[config.mk]
export PLATFORM = sky130hd
export DESIGN_NAME = load_data_register
export DESIGN_NICKNAME = d
export VERILOG_FILES = /design/src/rtl/mips_pkg.sv /design/src/rtl/load_align.sv /design/src/rtl/load_data_register.sv
export SDC_FILE = /design/constraint.sdc
export NUM_CORES = 1
export LEC_CHECK = 0
export BUFFER_PORTS_ARGS = -buffer_cell sky130_fd_sc_hd__buf_4
export CAP_MARGIN = 20
export CORE_MARGIN = 2
export CORE_UTILIZATION = 38
export DETAILED_ROUTE_END_ITERATION = 10
export PLACE_DENSITY = 0.67
export SETUP_SLACK_MARGIN = 0.05
export SYNTH_ARGS = -nofsm -noshare
export SYNTH_HDL_FRONTEND = slang
export SYNTH_SLANG_ARGS = --single-unit
[constraint.sdc]
create_clock -name clk -period 2.1 [get_ports clk]
set_input_delay 0.315 -clock clk [delete_from_list [all_inputs] [get_ports clk]]
set_output_delay 0.315 -clock clk [all_outputs]
set_load 0.02 [all_outputs]
[src/rtl/mips_pkg.sv]
// Shared MIPS load definitions: load operation encodings, load data register states and the
// primary opcodes the decoder maps onto load operations.
package mips_pkg;

  typedef enum logic [2:0] {
    OpLb  = 3'd0,
    OpLbu = 3'd1,
    OpLh  = 3'd2,
    OpLhu = 3'd3,
    OpLw  = 3'd4,
    OpLwl = 3'd5,
    OpLwr = 3'd6,
    OpLd  = 3'd7
  } load_op_t;

  typedef enum logic [1:0] {
    StIdle = 2'd0,
    StWait = 2'd1,
    StFull = 2'd2,
    StErr  = 2'd3
  } ldr_state_t;

  localparam logic [5:0] OpcLb  = 6'h20;
  localparam logic [5:0] OpcLh  = 6'h21;
  localparam logic [5:0] OpcLwl = 6'h22;
  localparam logic [5:0] OpcLw  = 6'h23;
  localparam logic [5:0] OpcLbu = 6'h24;
  localparam logic [5:0] OpcLhu = 6'h25;
  localparam logic [5:0] OpcLwr = 6'h26;
  localparam logic [5:0] OpcLd  = 6'h37;

  function automatic load_op_t opcode_to_load_op(input logic [5:0] opc);
    load_op_t op;
    case (opc)
      OpcLb:   op = OpLb;
      OpcLbu:  op = OpLbu;
      OpcLh:   op = OpLh;
      OpcLhu:  op = OpLhu;
      OpcLwl:  op = OpLwl;
      OpcLwr:  op = OpLwr;
      OpcLd:   op = OpLd;
      default: op = OpLw;
    endcase
    return op;
  endfunction

endpackage

[src/rtl/load_align.sv]
// Combinational MIPS load alignment: lane extraction, sign/zero extension and LWL/LWR merge.
module load_align
  import mips_pkg::*;
#(
  parameter int unsigned DATA_WIDTH = 32,
  parameter bit          BIG_ENDIAN = 1'b0
) (
  input  load_op_t                        op,
  input  logic [$clog2(DATA_WIDTH/8)-1:0] offset,
  input  logic [DATA_WIDTH-1:0]           rt,
  input  logic [DATA_WIDTH-1:0]           data,
  output logic [DATA_WIDTH-1:0]           result
);

  logic [7:0]  byte_v;
  logic [15:0] half_v;
  logic [31:0] word_v;
  logic [31:0] mem32;
  logic [31:0] rt32;
  logic [31:0] lwl_le;
  logic [31:0] lwr_le;
  logic [31:0] lwl_v;
  logic [31:0] lwr_v;
  int unsigned off;
  int unsigned n;

  always_comb begin
    off = 32'(offset);
    n   = off & 32'd3;

    // Big-endian lane k sits at the top of the bus, so shift down from the MSB end.
    if (BIG_ENDIAN) begin
      byte_v = 8'(data >> (DATA_WIDTH - 8 - 8 * off));
      half_v = 16'(data >> (DATA_WIDTH - 16 - 16 * (off >> 1)));
      word_v = 32'(data >> (DATA_WIDTH - 32 - 32 * (off >> 2)));
    end else begin
      byte_v = 8'(data >> (8 * off));
      half_v = 16'(data >> (16 * (off >> 1)));
      word_v = 32'(data >> (32 * (off >> 2)));
    end

    mem32  = 32'(data);
    rt32   = 32'(rt);
    lwl_le = (mem32 << (8 * (3 - n))) | (rt32 & (32'hFFFF_FFFF >> (8 * (n + 1))));
    lwr_le = (mem32 >> (8 * n)) | (rt32 & ~(32'hFFFF_FFFF >> (8 * n)));
    lwl_v  = BIG_ENDIAN ? lwr_le : lwl_le;
    lwr_v  = BIG_ENDIAN ? lwl_le : lwr_le;

    result = data;
    unique case (op)
      OpLb:  result = DATA_WIDTH'($signed(byte_v));
      OpLbu: result = DATA_WIDTH'(byte_v);
      OpLh:  result = DATA_WIDTH'($signed(half_v));
      OpLhu: result = DATA_WIDTH'(half_v);
      OpLw:  result = DATA_WIDTH'($signed(word_v));
      // The partial-word merges only exist on the 32-bit bus; wider buses fall back to LW.
      OpLwl: result = (DATA_WIDTH == 32) ? DATA_WIDTH'(lwl_v) : DATA_WIDTH'($signed(word_v));
      OpLwr: result = (DATA_WIDTH == 32) ? DATA_WIDTH'(lwr_v) : DATA_WIDTH'($signed(word_v));
      OpLd:  result = data;
      default: result = data;
    endcase
  end

endmodule

[src/rtl/load_data_register.sv]
// Load data register: captures aligned memory load responses on a valid strobe, holds them
// under a valid/ack handshake and flags responses that never arrive.
module load_data_register
  import mips_pkg::*;
#(
  parameter int unsigned DATA_WIDTH = 32,
  parameter bit          BIG_ENDIAN = 1'b0,
  parameter int unsigned WAIT_LIMIT = 16
) (
  input  logic                            clk,
  input  logic                            reset,
  input  logic                            load_start,
  input  logic [2:0]                      load_op,
  input  logic [$clog2(DATA_WIDTH/8)-1:0] byte_offset,
  input  logic [DATA_WIDTH-1:0]           rt_data,
  input  logic [DATA_WIDTH-1:0]           mem_readdata,
  input  logic                            mem_readdatavalid,
  input  logic                            dr_ack,
  output logic [DATA_WIDTH-1:0]           dr_readdata,
  output logic                            dr_valid,
  output logic                            busy,
  output logic                            timeout_err
);

  localparam int unsigned OffW = $clog2(DATA_WIDTH / 8);
  localparam int unsigned CntW = (WAIT_LIMIT > 0) ? $clog2(WAIT_LIMIT + 1) : 1;

  ldr_state_t            state_q, state_d;
  logic [CntW-1:0]       cnt_q, cnt_d;
  load_op_t              op_q, op_d;
  logic [OffW-1:0]       off_q, off_d;
  logic [DATA_WIDTH-1:0] rt_q, rt_d;
  logic [DATA_WIDTH-1:0] data_q, data_d;

  logic                  accept_start;
  load_op_t              align_op;
  logic [OffW-1:0]       align_off;
  logic [DATA_WIDTH-1:0] align_rt;
  logic [DATA_WIDTH-1:0] align_result;

  // A load issued this cycle has no registered context yet, so align from the live inputs.
  always_comb begin
    accept_start = load_start && ((state_q == StIdle) || ((state_q == StFull) && dr_ack));
    align_op     = accept_start ? load_op_t'(load_op) : op_q;
    align_off    = accept_start ? byte_offset : off_q;
    align_rt     = accept_start ? rt_data : rt_q;
  end

  load_align #(
    .DATA_WIDTH(DATA_WIDTH),
    .BIG_ENDIAN(BIG_ENDIAN)
  ) u_align (
    .op    (align_op),
    .offset(align_off),
    .rt    (align_rt),
    .data  (mem_readdata),
    .result(align_result)
  );

  always_comb begin
    state_d = state_q;
    cnt_d   = cnt_q;
    op_d    = op_q;
    off_d   = off_q;
    rt_d    = rt_q;
    data_d  = data_q;

    if (accept_start) begin
      op_d  = load_op_t'(load_op);
      off_d = byte_offset;
      rt_d  = rt_data;
    end

    unique case (state_q)
      StIdle, StFull: begin
        if ((state_q == StFull) && dr_ack) begin
          state_d = StIdle;
        end
        if (accept_start) begin
          cnt_d = '0;
          if (mem_readdatavalid) begin
            data_d  = align_result;
            state_d = StFull;
          end else begin
            state_d = StWait;
          end
        end
      end
      StWait: begin
        if (mem_readdatavalid) begin
          data_d  = align_result;
          state_d = StFull;
        end else begin
          cnt_d = cnt_q + 1'b1;
          if ((WAIT_LIMIT > 0) && (32'(cnt_d) == WAIT_LIMIT)) begin
            state_d = StErr;
          end
        end
      end
      StErr: begin
        if (dr_ack) begin
          state_d = StIdle;
        end
      end
      default: state_d = StIdle;
    endcase
  end

  always_ff @(posedge clk or negedge reset) begin
    if (!reset) begin
      state_q <= StIdle;
      cnt_q   <= '0;
      op_q    <= OpLb;
      off_q   <= '0;
      rt_q    <= '0;
      data_q  <= '0;
    end else begin
      state_q <= state_d;
      cnt_q   <= cnt_d;
      op_q    <= op_d;
      off_q   <= off_d;
      rt_q    <= rt_d;
      data_q  <= data_d;
    end
  end

  assign dr_readdata = data_q;
  assign dr_valid    = (state_q == StFull);
  assign busy        = (state_q == StWait);
  assign timeout_err = (state_q == StErr);

endmodule

==> results.md <==
- Post-synth EDFFs: 0
- I/O Buffers: 108
- Dpl ws: -303 ps
- DRC viols: 0
- Top-area cell type share of the netlist area: 0.351
- Max-cap violations: 0
- Share of cells above drive strength 1: 0.418
- Layout fillers: 1221
- Clk_skew: 9.90 ps
- Synth warnings: 0
- Fin nets: 981
- Critical path data required time: 2340 ps
- Sw Ratio: 0.428
- Crit path capture type: flip-flop
- Final Max Tran Viols: 0
- CP arrival: 2480 ps
- Worst Setup Start Kind: flip-flop
- Failing checks: hold timing, setup timing
- Status: complete, but fails checks
- Synth top area cells: dfrtp_1 (35%), nand2_1 (9.0%), o211ai_1 (4.8%)
- Number of distinct library cells after synthesis: 66
- First-pass GRT wire length: 37500 microns
- Die W: 123 microns
- Final instance area: 0.00865 sq mm
- Peak supply drop: 0.446 mV
- Vias/cell: 6.22
- Syn_nets: 749
- Worst Path Max Fanout: 12
- FP Rows: 43
- Fin worst setup slack: -137 ps
- Full die area: 0.0152 sq mm
- Relative slew slack: 0.558
- Final wirelength: 25600 microns
- DR iter-0 viols: 742
- CTS Buf Count: 9
- Internal: 0.00515 W
- Final setup fails: 27
- RSZ-0062 raised after global routing: true
- Root buffer cell: clkbuf_16
- Starting Density: 0.389
- Initial antenna violation count: 0
- Combinational share of power: 0.568
- Drt wl/cell: 23.5 microns
- Fin crit share: 1.07
- Register area share after synthesis: 0.351
- Largest net degree at the start of global routing: 44
- ANT nets after route: 0
- I/O pin count: 109
- Hpwl dp: 18000 microns
- Vias in the first global route: 6376
- CTS Buffer Depth: 2
- DR pass1 iterations: 5
- Syn_area_per_cell: 8.05 sq um
- Yosys reg bits: 76
- Post-synth ARST share: 1.00
- Worst Hold Slack: -12.7 ps
- Area grow syn2layout: 59.6%
- Hold Vio Cnt, Final: 2
- Highest Clock Rate: 0.447 GHz
- Clk pin slew, worst setup/hold paths: 70 ps
- Total power divided by cell area: 1040 mW/mm^2
- Actual slew at the worst max-slew pin: 661 ps
- # diodes: 0
- Core area: 0.0139 sq mm
- Post-synthesis cell area: 0.00542 sq mm
- Gr usage total: 0.331
- Primary FF master, synth: dfrtp_1
- CTS Sinks: 76
- Routed vias: 6788
- Setup CP Type: flip-flop to flip-flop
- Seq pwr share: 0.257
- Worst-skew pair later-pin latency: 360 ps
- Htree depth: 3
- Clk pwr share: 0.175
- Hold Crit Class: primary input to async pin
- Final min period: 2240 ps
- TritonCTS clock tree: done
- Placer Congestion: 0.975
- Yosys top cell by area: dfrtp_1
- Synthesized netlist cell count: 674
- DP Area: 0.00736 sq mm
- NetSw: 0.00386 W
- Leakage power: 3.87 nW
- Total gr overflow: 0
- Die Y: 123 microns
## cells by family after synthesis
family,Yosys count,synth area share
buffers and inverters,67,0.0570
flip-flops,76,0.351
AO/OA/AOI/OAI,253,0.347
AND/OR/NAND/NOR,264,0.217
adder cells (fa/ha/maj),1,0.00231
multiplexers,10,0.0203
XOR/XNOR,3,0.00485
## timing repair
item	4_1_cts	5_1_grt
resized for setup	74	50
hold buffers	0	0
endpoints found under the setup margin	32	32
gates cloned	3	3
buffers inserted	18	13
pin swaps	20	14
## cell usage after synthesis, types with 4 or more instances
cell type	instances
o221ai_1	4
dfrtp_1	76
a221o_1	8
a41oi_1	6
o22a_1	7
nor2b_1	4
a21oi_1	21
nand3_1	37
nand2_1	130
a31oi_1	19
a32oi_1	9
nor2_1	50
a21o_1	10
o22ai_1	7
buf_2	22
o211ai_1	35
a211o_1	7
o32a_1	9
clkbuf_1	22
mux2_2	7
a211oi_1	13
buf_4	4
a311o_1	8
nor3_1	5
and3_1	13
a22o_1	5
a22oi_1	14
inv_1	11
o21ai_0	37
nand2b_1	11
## critical path: stages (launching register included)
cell and delay (ps):
dfrtp_1 400, buf_4 160, nand2b_4 130, buf_12 150
nand3_2 120, buf_6 160, buf_4 160, o22ai_1 210
a211oi_1 90, o22a_1 190, o32a_1 330
## flip-flops by register name, indices dropped and copies added (netlist names)
register	flops
op_q	3
cnt_q	5
dr_readdata	32
rt_q	32
state_q	2
off_q	2
## routing by layer
| metal | track usage | wire [microns] | vias to the layer above |
|---|---|---|---|
| met4 | 0.148 | 982 | 0 |
| met5 | 0 | 0 | - |
| met1 | 0.473 | 10800 | 3310 |
| met2 | 0.497 | 11600 | 392 |
| li1 | - | - | 3029 |
| met3 | 0.0447 | 2240 | 57 |
## placed cells by master, fill, tap and decap left out, types with 6 or more instances in the layout
master     count
buf_4        229
nand2_1      123
nand3_1       31
a21o_1        10
o21ai_0       30
o22a_1         6
inv_1         10
nor2_1        46
a32oi_1        9
o211ai_1      35
a21oi_2        6
nand2b_1       9
clkbuf_16     12
a31oi_1       11
a31oi_4        7
a21oi_1       16
a311o_1        8
dfrtp_1       76
buf_6         21
a211oi_1       7
nand2_2        6
buf_12        16
and3_1         7
a221o_1        8
o32a_1         9
a22oi_1       12
a211o_1        7
## final timing paths
kind	slack, ps	to	startpoint	cells past startpoint
worst max-delay path	-140	dr_readdata[11]	state_q[1]	10
max in group asynchronous	1630	dr_readdata[3]	reset	2
worst min register to register	480	rt_q[27]	rt_q[27]	2
worst max register to register	-140	dr_readdata[11]	state_q[1]	10
worst min-delay path	-10	state_q[1]	reset	2
min in group clk	170	rt_q[9]	rt_data[9]	3
## power groups by stage
| stage | sequential (W) | clock (W) | combinational, W |
|---|---|---|---|
| 3_3_place_gp | 0.00229 | 0 | 0.00417 |
| 3_5_place_dp | 0.00231 | 0 | 0.00421 |
| 5_1_grt | 0.00235 | 0.00166 | 0.00540 |
| 6_report | 0.00232 | 0.00157 | 0.00512 |
| 4_1_cts | 0.00229 | 0.00158 | 0.00461 |
| 2_1_floorplan | 0.00258 | 0 | 0.00187 |
## metrics by stage
stage | utilization | instances | setup TNS, ps | total power [W]
5_1_grt | 0.621 | 1091 | -4470 | 0.00941
2_1_floorplan | - | 674 | 0 | 0.00445
6_report | 0.621 | 1091 | -1960 | 0.00901
3_3_place_gp | 0.528 | 1039 | -4690 | 0.00647
4_1_cts | 0.587 | 1076 | -339 | 0.00849
3_5_place_dp | 0.528 | 1039 | -5020 | 0.00652
## cell type report
type                    count  area (sq um)  share of cell area
well taps                 180           225              0.0260
clock buffers               9           225              0.0260
repair buffers            273          2440               0.281
flip-flops and latches     76          1900               0.220
inverters                  14          57.6             0.00665
clock inverters             7          66.3             0.00766
multi-input cells         532          3740               0.432
(Power assumes the default switching activity.)
